File: config.mk
export PLATFORM = sky130hd
export DESIGN_NAME = ped_request_unit
export DESIGN_NICKNAME = d
export VERILOG_FILES = /design/src/rtl/ped_pkg.sv /design/src/rtl/ped_debounce.sv /design/src/rtl/ped_request_unit.sv
export SDC_FILE = /design/constraint.sdc
export NUM_CORES = 1
export LEC_CHECK = 0
export ABC_CLOCK_PERIOD_IN_PS = 4800
export CORE_MARGIN = 2
export CORE_UTILIZATION = 30
export CTS_BUF_LIST = sky130_fd_sc_hd__clkbuf_8 sky130_fd_sc_hd__clkbuf_16
export CTS_CLUSTER_DIAMETER = 120
export CTS_CLUSTER_SIZE = 12
export DETAILED_ROUTE_END_ITERATION = 16
export GPL_TIMING_DRIVEN = 0
export PLACE_DENSITY = 0.49
export SYNTH_ARGS = -nofsm -noshare
export SYNTH_HDL_FRONTEND = slang
export SYNTH_HIERARCHICAL = 1
export SYNTH_SLANG_ARGS = --single-unit
File: constraint.sdc
create_clock -name clk -period 4.8 [get_ports clk]
set_input_delay 0.72 -clock clk [delete_from_list [all_inputs] [get_ports clk]]
set_output_delay 0.72 -clock clk [all_outputs]
set_load 0.02 [all_outputs]
File: src/rtl/ped_pkg.sv
// Shared definitions for the pedestrian request unit: FSM encodings,
// default parameter values and the press-count width.
package ped_pkg;

  localparam logic [1:0] PED_IDLE    = 2'd0;
  localparam logic [1:0] PED_PENDING = 2'd1;
  localparam logic [1:0] PED_HOLDOFF = 2'd2;

  localparam int PED_DEBOUNCE_DEF = 4;
  localparam int PED_HOLDOFF_DEF  = 8;
  localparam int PED_BLINK_DEF    = 2;
  localparam int PED_CNT_W        = 4;

  typedef enum logic [1:0] {
    ST_IDLE    = PED_IDLE,
    ST_PENDING = PED_PENDING,
    ST_HOLDOFF = PED_HOLDOFF
  } ped_state_e;

  // The press counter sticks at all-ones rather than wrapping.
  function automatic logic [PED_CNT_W-1:0] satInc(input logic [PED_CNT_W-1:0] v);
    return (v == {PED_CNT_W{1'b1}}) ? v : v + 1'b1;
  endfunction

endpackage

File: src/rtl/ped_debounce.sv
// Button conditioning: two-flop synchroniser, stable-count debounce and a
// one-cycle pulse on each debounced rising edge.
module ped_debounce
  import ped_pkg::*;
#(
  parameter int DEBOUNCE_CYCLES = PED_DEBOUNCE_DEF
) (
  input  logic clk,
  input  logic rst,
  input  logic btn_raw,
  output logic btn_db,
  output logic press_pulse
);

  logic       sync1_q;
  logic       sync2_q;
  logic       btnDb_q;
  logic       btnDbPrev_q;
  logic [3:0] dbCnt_q;
  logic [3:0] dbCnt_d;
  logic       btnDb_d;

  // The debounced level only flips after the synchronised input has
  // disagreed with it for DEBOUNCE_CYCLES consecutive samples.
  always_comb begin
    dbCnt_d = '0;
    btnDb_d = btnDb_q;
    if (sync2_q != btnDb_q) begin
      if (dbCnt_q == 4'(DEBOUNCE_CYCLES - 1)) begin
        btnDb_d = sync2_q;
      end else begin
        dbCnt_d = dbCnt_q + 4'd1;
      end
    end
  end

  always_ff @(posedge clk) begin
    if (rst) begin
      sync1_q     <= 1'b0;
      sync2_q     <= 1'b0;
      btnDb_q     <= 1'b0;
      btnDbPrev_q <= 1'b0;
      dbCnt_q     <= '0;
    end else begin
      sync1_q     <= btn_raw;
      sync2_q     <= sync1_q;
      btnDb_q     <= btnDb_d;
      btnDbPrev_q <= btnDb_q;
      dbCnt_q     <= dbCnt_d;
    end
  end

  assign btn_db      = btnDb_q;
  assign press_pulse = btnDb_q & ~btnDbPrev_q;

endmodule

File: src/rtl/ped_request_unit.sv
// Pedestrian request unit: debounced press -> pending request held on a
// req/ack handshake, hold-off after service. PED_WAIT_BLINK_EN blinks WAIT.
module ped_request_unit
  import ped_pkg::*;
#(
  parameter int DEBOUNCE_CYCLES = PED_DEBOUNCE_DEF,
  parameter int HOLDOFF_CYCLES  = PED_HOLDOFF_DEF,
  parameter int BLINK_CYCLES    = PED_BLINK_DEF
) (
  input  logic                 clk,
  input  logic                 rst,
  input  logic                 btn_raw,
  input  logic                 ped_ack,
  output logic                 ped_req,
  output logic                 wait_led,
  output logic [PED_CNT_W-1:0] press_count
);

  if (DEBOUNCE_CYCLES < 2 || DEBOUNCE_CYCLES > 15) begin : gBadDebounce
    $error("ped_request_unit: DEBOUNCE_CYCLES out of range 2..15");
  end
  if (HOLDOFF_CYCLES < 1 || HOLDOFF_CYCLES > 255) begin : gBadHoldoff
    $error("ped_request_unit: HOLDOFF_CYCLES out of range 1..255");
  end
  if (BLINK_CYCLES < 1 || BLINK_CYCLES > 15) begin : gBadBlink
    $error("ped_request_unit: BLINK_CYCLES out of range 1..15");
  end

  ped_state_e           state_q;
  logic [PED_CNT_W-1:0] pressCount_q;
  logic [7:0]           holdCnt_q;
  logic                 btnDb;
  logic                 pressPulse;
  logic                 press;

  ped_debounce #(
    .DEBOUNCE_CYCLES(DEBOUNCE_CYCLES)
  ) uDebounce (
    .clk        (clk),
    .rst        (rst),
    .btn_raw    (btn_raw),
    .btn_db     (btnDb),
    .press_pulse(pressPulse)
  );

  assign press = pressPulse & btnDb;

  // Request FSM; ack takes priority over a coincident press in PENDING.
  always_ff @(posedge clk) begin
    if (rst) begin
      state_q      <= ST_IDLE;
      pressCount_q <= '0;
      holdCnt_q    <= '0;
    end else begin
      case (state_q)
        ST_IDLE: begin
          if (press) begin
            state_q      <= ST_PENDING;
            pressCount_q <= PED_CNT_W'(1);
          end
        end
        ST_PENDING: begin
          if (ped_ack) begin
            state_q      <= ST_HOLDOFF;
            pressCount_q <= '0;
            holdCnt_q    <= '0;
          end else if (press) begin
            pressCount_q <= satInc(pressCount_q);
          end
        end
        ST_HOLDOFF: begin
          if (holdCnt_q == 8'(HOLDOFF_CYCLES - 1)) begin
            state_q   <= ST_IDLE;
            holdCnt_q <= '0;
          end else begin
            holdCnt_q <= holdCnt_q + 8'd1;
          end
        end
        default: begin
          state_q      <= ST_IDLE;
          pressCount_q <= '0;
          holdCnt_q    <= '0;
        end
      endcase
    end
  end

  assign ped_req     = (state_q == ST_PENDING);
  assign press_count = pressCount_q;

`ifdef PED_WAIT_BLINK_EN
  logic [3:0] blinkCnt_q;
  logic       blink_q;

  // Blink phase is primed to 1 on the IDLE->PENDING edge so the LED lights
  // in the same cycle ped_req rises.
  always_ff @(posedge clk) begin
    if (rst) begin
      blinkCnt_q <= '0;
      blink_q    <= 1'b0;
    end else if (state_q != ST_PENDING) begin
      blinkCnt_q <= '0;
      blink_q    <= (state_q == ST_IDLE) && press;
    end else if (ped_ack) begin
      blinkCnt_q <= '0;
      blink_q    <= 1'b0;
    end else if (blinkCnt_q == 4'(BLINK_CYCLES - 1)) begin
      blinkCnt_q <= '0;
      blink_q    <= ~blink_q;
    end else begin
      blinkCnt_q <= blinkCnt_q + 4'd1;
    end
  end

  assign wait_led = (state_q == ST_PENDING) & blink_q;
`else
  assign wait_led = (state_q == ST_PENDING);
`endif

endmodule

## Word level (Yosys, flattened, before mapping)

Cells that the tools add are included.

| word-level totals | value |
|---|---|
| input bits | 4 |
| output and inout port bits | 6 |
| flip-flop bits (word level) | 22 |

| operators by class | value |
|---|---|
| add/sub/neg operators | 3 |
| muxes and demuxes | 12 |
| reduce and logical (&&, ||, !) cells | 6 |
| equality and inequality tests | 11 |
| bitwise operators | 6 |

Operators by type and width:

| operator | number |
|---|---|
| one-hot mux 8 bit (3 select lines) | 1 |
| 2-to-1 mux 4 bit | 4 |
| 2-to-1 mux 8 bit | 2 |
| one-hot mux 4 bit (3 select lines) | 1 |
| adder 4 x 1 -> 4 bit (second input constant) | 2 |
| adder 8 x 1 -> 8 bit (second input constant) | 1 |
| == test 8 x 3 -> 1 bit (second input constant) | 1 |
| 2-to-1 mux 2 bit | 3 |
| inequality test 2 bit (second input constant) | 3 |
| one-hot mux 2 bit (3 select lines) | 1 |
| == test 4 x 2 -> 1 bit (second input constant) | 1 |
| == test 4 bit (second input constant) | 1 |
| NOT 1 bit | 4 |
| AND reduction 2 bit | 2 |
| AND reduction 4 bit | 1 |
| inequality test 3 x 2 -> 1 bit (second input constant) | 1 |
| inequality test 3 bit (second input constant) | 1 |
| AND reduction 3 bit | 1 |
| OR reduction 3 bit | 1 |
| AND 1 bit | 2 |
| == test 2 x 1 -> 1 bit (second input constant) | 1 |
| == test 2 bit (second input constant) | 1 |
| zero test 2 bit | 1 |
| inequality test 1 bit | 1 |

## Longest topological paths before layout

| logic depth | value |
|---|---|
| depth in word-level cells | 6 |
| depth in mapped cells | 5 |
| mapped depth without buffers | 5 |

## By module

Netlist, hierarchy kept.

Modules (own cells, without submodules):

| module | sequential area each (um2) | cells an instance | area each (um2) | times used |
|---|---|---|---|---|
| ped_request_unit | 280.3 | 87 | 753.2 | 1 |
| ped_debounce | 160.2 | 26 | 280.3 | 1 |

## Worst setup path before layout

Ideal clock, no wire load.

| path | value |
|---|---|
| path kind | register -> output |
| start | register state_q[0] |
| end | output wait_led |
| required time | 4.080 ns |
| cell stages (with the launch flop) | 4 |
| data arrival time | 1.090 ns |
| path slack | 2.990 ns |
| cells stage by stage | dfxtp_1 -> buf_2 -> nor2b_1 -> buf_4 |

| between the ends | value |
|---|---|
| cells in the longest elaborated chain, start to end | 1 |

Ends and longest elaborated chain:

| element | RTL line | text |
|---|---|---|
| start, declared | ped_request_unit.sv:29 | `ped_state_e state_q;` |
| start signal, assigned | ped_request_unit.sv:51 | `state_q <= ST_IDLE;` |
| start signal, assigned | ped_request_unit.sv:58 | `state_q <= ST_PENDING;` |
| start signal, assigned | ped_request_unit.sv:64 | `state_q <= ST_HOLDOFF;` |
| == test 2 x 1 -> 1 bit | - |  |
| end, declared | ped_request_unit.sv:15 | `output logic wait_led,` |

No other way between the ends.

## Worst setup path after layout

| path | value |
|---|---|
| start | register state_q[0] |
| end | output wait_led |

| between the ends | value |
|---|---|
| cells in the longest elaborated chain, start to end | 1 |

Ends and longest elaborated chain:

| element | RTL line | text |
|---|---|---|
| == test 2 x 1 -> 1 bit | ped_request_unit.sv:117 | `assign wait_led = (state_q == ST_PENDING);` |

No other way between the ends.

==> impl_metrics.yaml <==
hold_path:
  hold_path_class: "reg -> reg"
  whs_path_depth: 1
  hold_end: "uDebounce/sync2_q"
  hp-start: "uDebounce/sync1_q"
sta:
  clock_skew_ps: 5.514
  tightest_slew_ps: 554.1
  min_period_over_period_pct: 50.68
  drv_slew: 0
  rsz0062_at_grt: "no"
  max_freq_ghz: 0.4111
  layout_setup_ws_ps: 2368
  slew_headroom_pct: 62.75
  setup_viol: 0
  hold_viol: 0
  setup_tns_ps: 0
  finalCriticalPeriod_ps: 2432
placement:
  dp_slack_ps: 2313
  dp_hpwl_mm: 1.426
  gp_congestion: 0.7063
  place.port_buffers: 9
synthesis:
  synthXorXnorAreaFrac_pct: 6.780
  synth_top_area_cell: "dfxtp_1"
  synth_mux_area_share_pct: 3.995
  synth_top_family_by_area: "simple AND/OR/NAND/NOR gates"
  synth_fa_ha_area_share_pct: 4.843
  synth_top_area_share_pct: 42.62
  synthDistinctLibCells: 35
  ys_ff_latch: 22
  synthTopCellsByArea: "dfxtp_1 (43%), nor2_1 (5.4%), ha_1 (4.8%), xor2_1 (4.2%), nor2b_1 (3.6%)"
  syn_area_per_cell_sq_um: 9.146
  synth_cells: 113
  synth-seq-area-share_pct: 42.62
  synth_compound_area_share_pct: 12.35
  ys_warn_count: 6
  syn_area_sq_um: 1033
  syn_nets: 121
  yosys.area_share.simple_pct: 25.30
cts:
  cts.root.buffer_cell: "clkbuf_8"
  htreeDepth: 1
  tritoncts: "built"
  ctsResizeCount: 0
  cts.clk_slew.worst_paths_ps: 80
  clk-insertion-delay-late_ps: 260
  cts.sinks: 22
  numCtsBuffers: 3
  cts.path.max_buffers: 2
  hold_buffers: 0
  cts_setup_buffers: 0
setup_path:
  crit_type: "reg -> out"
  cp_max_fo: 10
  worstPathArrival_ps: 1710
  regToRegStartpoint: "press_count[0]"
  rr_worst_depth: 5
  rrSetupSlack_ps: 2990
  cp_top_family: "buffers and inverters"
  crit_path_max_incr_delay_ps: 590
  cp.required_ps: 4080
  path_buf_inv: 3
  crit_path_end_kind: "output port"
  start_kind: "flip-flop"
  path_cells: "buf_2, nor2b_1, buf_4, clkdlybuf4s50_1"
  cp_slowest_cell: "clkdlybuf4s50_1"
  r2r-end: "press_count[2]"
final_layout:
  drive_above_1_share_pct: 7.937
  area_growth_pct: 21.19
  most-common-layout-cells: "dfxtp_1 (22), nor2_1 (15), clkdlybuf4s50_1 (9)"
  nets: 135
  n_antenna_cell: 0
  final_common_cell: "dfxtp_1"
global_route:
  grt_overflow: 0
  antenna_found_initial: 0
  grt_pass1_vias: 781
  grt_max_degree: 14
  track_usage_pct: 10.98
  grt_pass1_wl_mm: 3.477
floorplan:
  start_util_pct: 31.22
  pin_count: 10
  fp.coreArea_sq_um: 3311
  dieArea_sq_um: 3931
  die_y_um: 62.70
  rows: 21
  fp.dieW_um: 62.70
routing:
  vias: 814
  via_per_inst: 4.733
  first_iter_violations: 50
  first_pass_iters: 4
  drcViolationCount: 0
  avgRoutedWirePerCell_um: 11.14
  wirelength_mm: 1.916
  detail-route-antenna-nets: 0
power_and_ir_drop:
  worst_ir_drop_vdd_mv: 0.1636
  pwr_density_cell_nw_per_um2: 292.5
  p_leak_uw: 0.0004631
status:
  status: "finished clean"
job:
  max_cap_violations: 0
## per-stage QoR
| step | total power (uW) | hold slack (ps) | utilization [%] | std cells | cell area [sq um] |
|---|---|---|---|---|---|
| floorplan | 194.6 | 413.8 | - | 113 | 1033 |
| global placement | 199.9 | 430.4 | 35.68 | 168 | 1181 |
| detailed placement | 200.0 | 436.8 | 35.68 | 168 | 1181 |
| CTS | 372.5 | 454.7 | 37.83 | 172 | 1252 |
| global route | 383.8 | 461.7 | 37.83 | 172 | 1252 |
| finish | 366.4 | 449.7 | 37.83 | 172 | 1252 |
## how the worst max path moves through the flow
stage,from,end,depth (start not counted)
after floorplan,state_q[0],wait_led,3
after global placement,rst,holdCnt_q[6],6
after detailed placement,rst,holdCnt_q[6],6
after CTS,state_q[0],wait_led,4
after global routing,state_q[0],wait_led,4
final,state_q[0],wait_led,4
## logic make-up (layout without fill, tap and decap cells)
group | count (synthesis) | in the layout
multiplexers | 4 | 4
XOR/XNOR | 8 | 8
adder cells (fa/ha/maj) | 4 | 4
flip-flops | 22 | 22
AND/OR/NAND/NOR | 48 | 48
AO/OA/AOI/OAI | 19 | 19
buffers and inverters | 8 | 21
## layer usage
| metal | global-route usage (%) | share of wire [%] | up-vias | wire length, um |
|---|---|---|---|---|
| met1 | 13.77 | 49 | 375 | 939 |
| met3 | 3.423 | 3.4 | 2 | 66 |
| met2 | 18.41 | 47 | 12 | 903 |
| met4 | 2.500 | 0.37 | 0 | 7 |
| li1 | - | - | 425 | - |
| met5 | 0 | 0 | - | 0 |
## state kept, by name, summed over array words and instances (netlist names)
| name | flops |
|---|---|
| holdCnt_q | 8 |
| press_count | 4 |
| state_q | 2 |
| uDebounce/btnDbPrev_q | 1 |
| uDebounce/btn_db | 1 |
| uDebounce/dbCnt_q | 4 |
| uDebounce/sync1_q | 1 |
| uDebounce/sync2_q | 1 |
## worst register-to-register path: cells and delay by family (launching register included)
family / cells / cell delay (ps)
fa+ha+maj: 1 / 230
simple gates: 1 / 200
compound gates: 3 / 940
flops: 1 / 350
## final cells by class
class	instances	area, sq um
Tap cell	46	57.56
Buffer	4	27.53
Multi-Input combinational cell	83	550.5
Sequential cell	22	440.4
Clock buffer	3	41.29
Clock inverter	1	30.03
Timing Repair Buffer	9	90.09
Inverter	4	15.01
Fill cell	358	2058
## Yosys cell counts
library cell / number
and4_1: 1
clkbuf_1: 1
or3_4: 1
mux2_2: 1
and4_4: 1
o31a_1: 2
xor2_1: 5
o21a_1: 1
o21ai_0: 2
dfxtp_1: 22
mux2i_1: 3
a32o_1: 1
o21ai_1: 1
or3b_1: 2
nand3_1: 3
o31ai_1: 1
a311o_1: 1
a21o_1: 2
buf_2: 1
buf_6: 1
buf_4: 1
ha_1: 4
or4_1: 1
and3_1: 2
inv_1: 4
nor3_1: 1
nor4b_1: 1
nor2b_1: 6
nor3b_1: 2
nand2_1: 8
nand4_1: 4
a21oi_1: 4
a31oi_1: 4
nor2_1: 15
xnor2_1: 3
## where the power goes
part	total [uW]	leakage [uW]	internal [uW]	switching, uW
sequential	185	0.000178	184	1.20
combinational	10.1	0.000250	4.70	5.43
clock	171	0.0000357	111	59.5
Note: power is estimated with default switching activity, not from simulation.
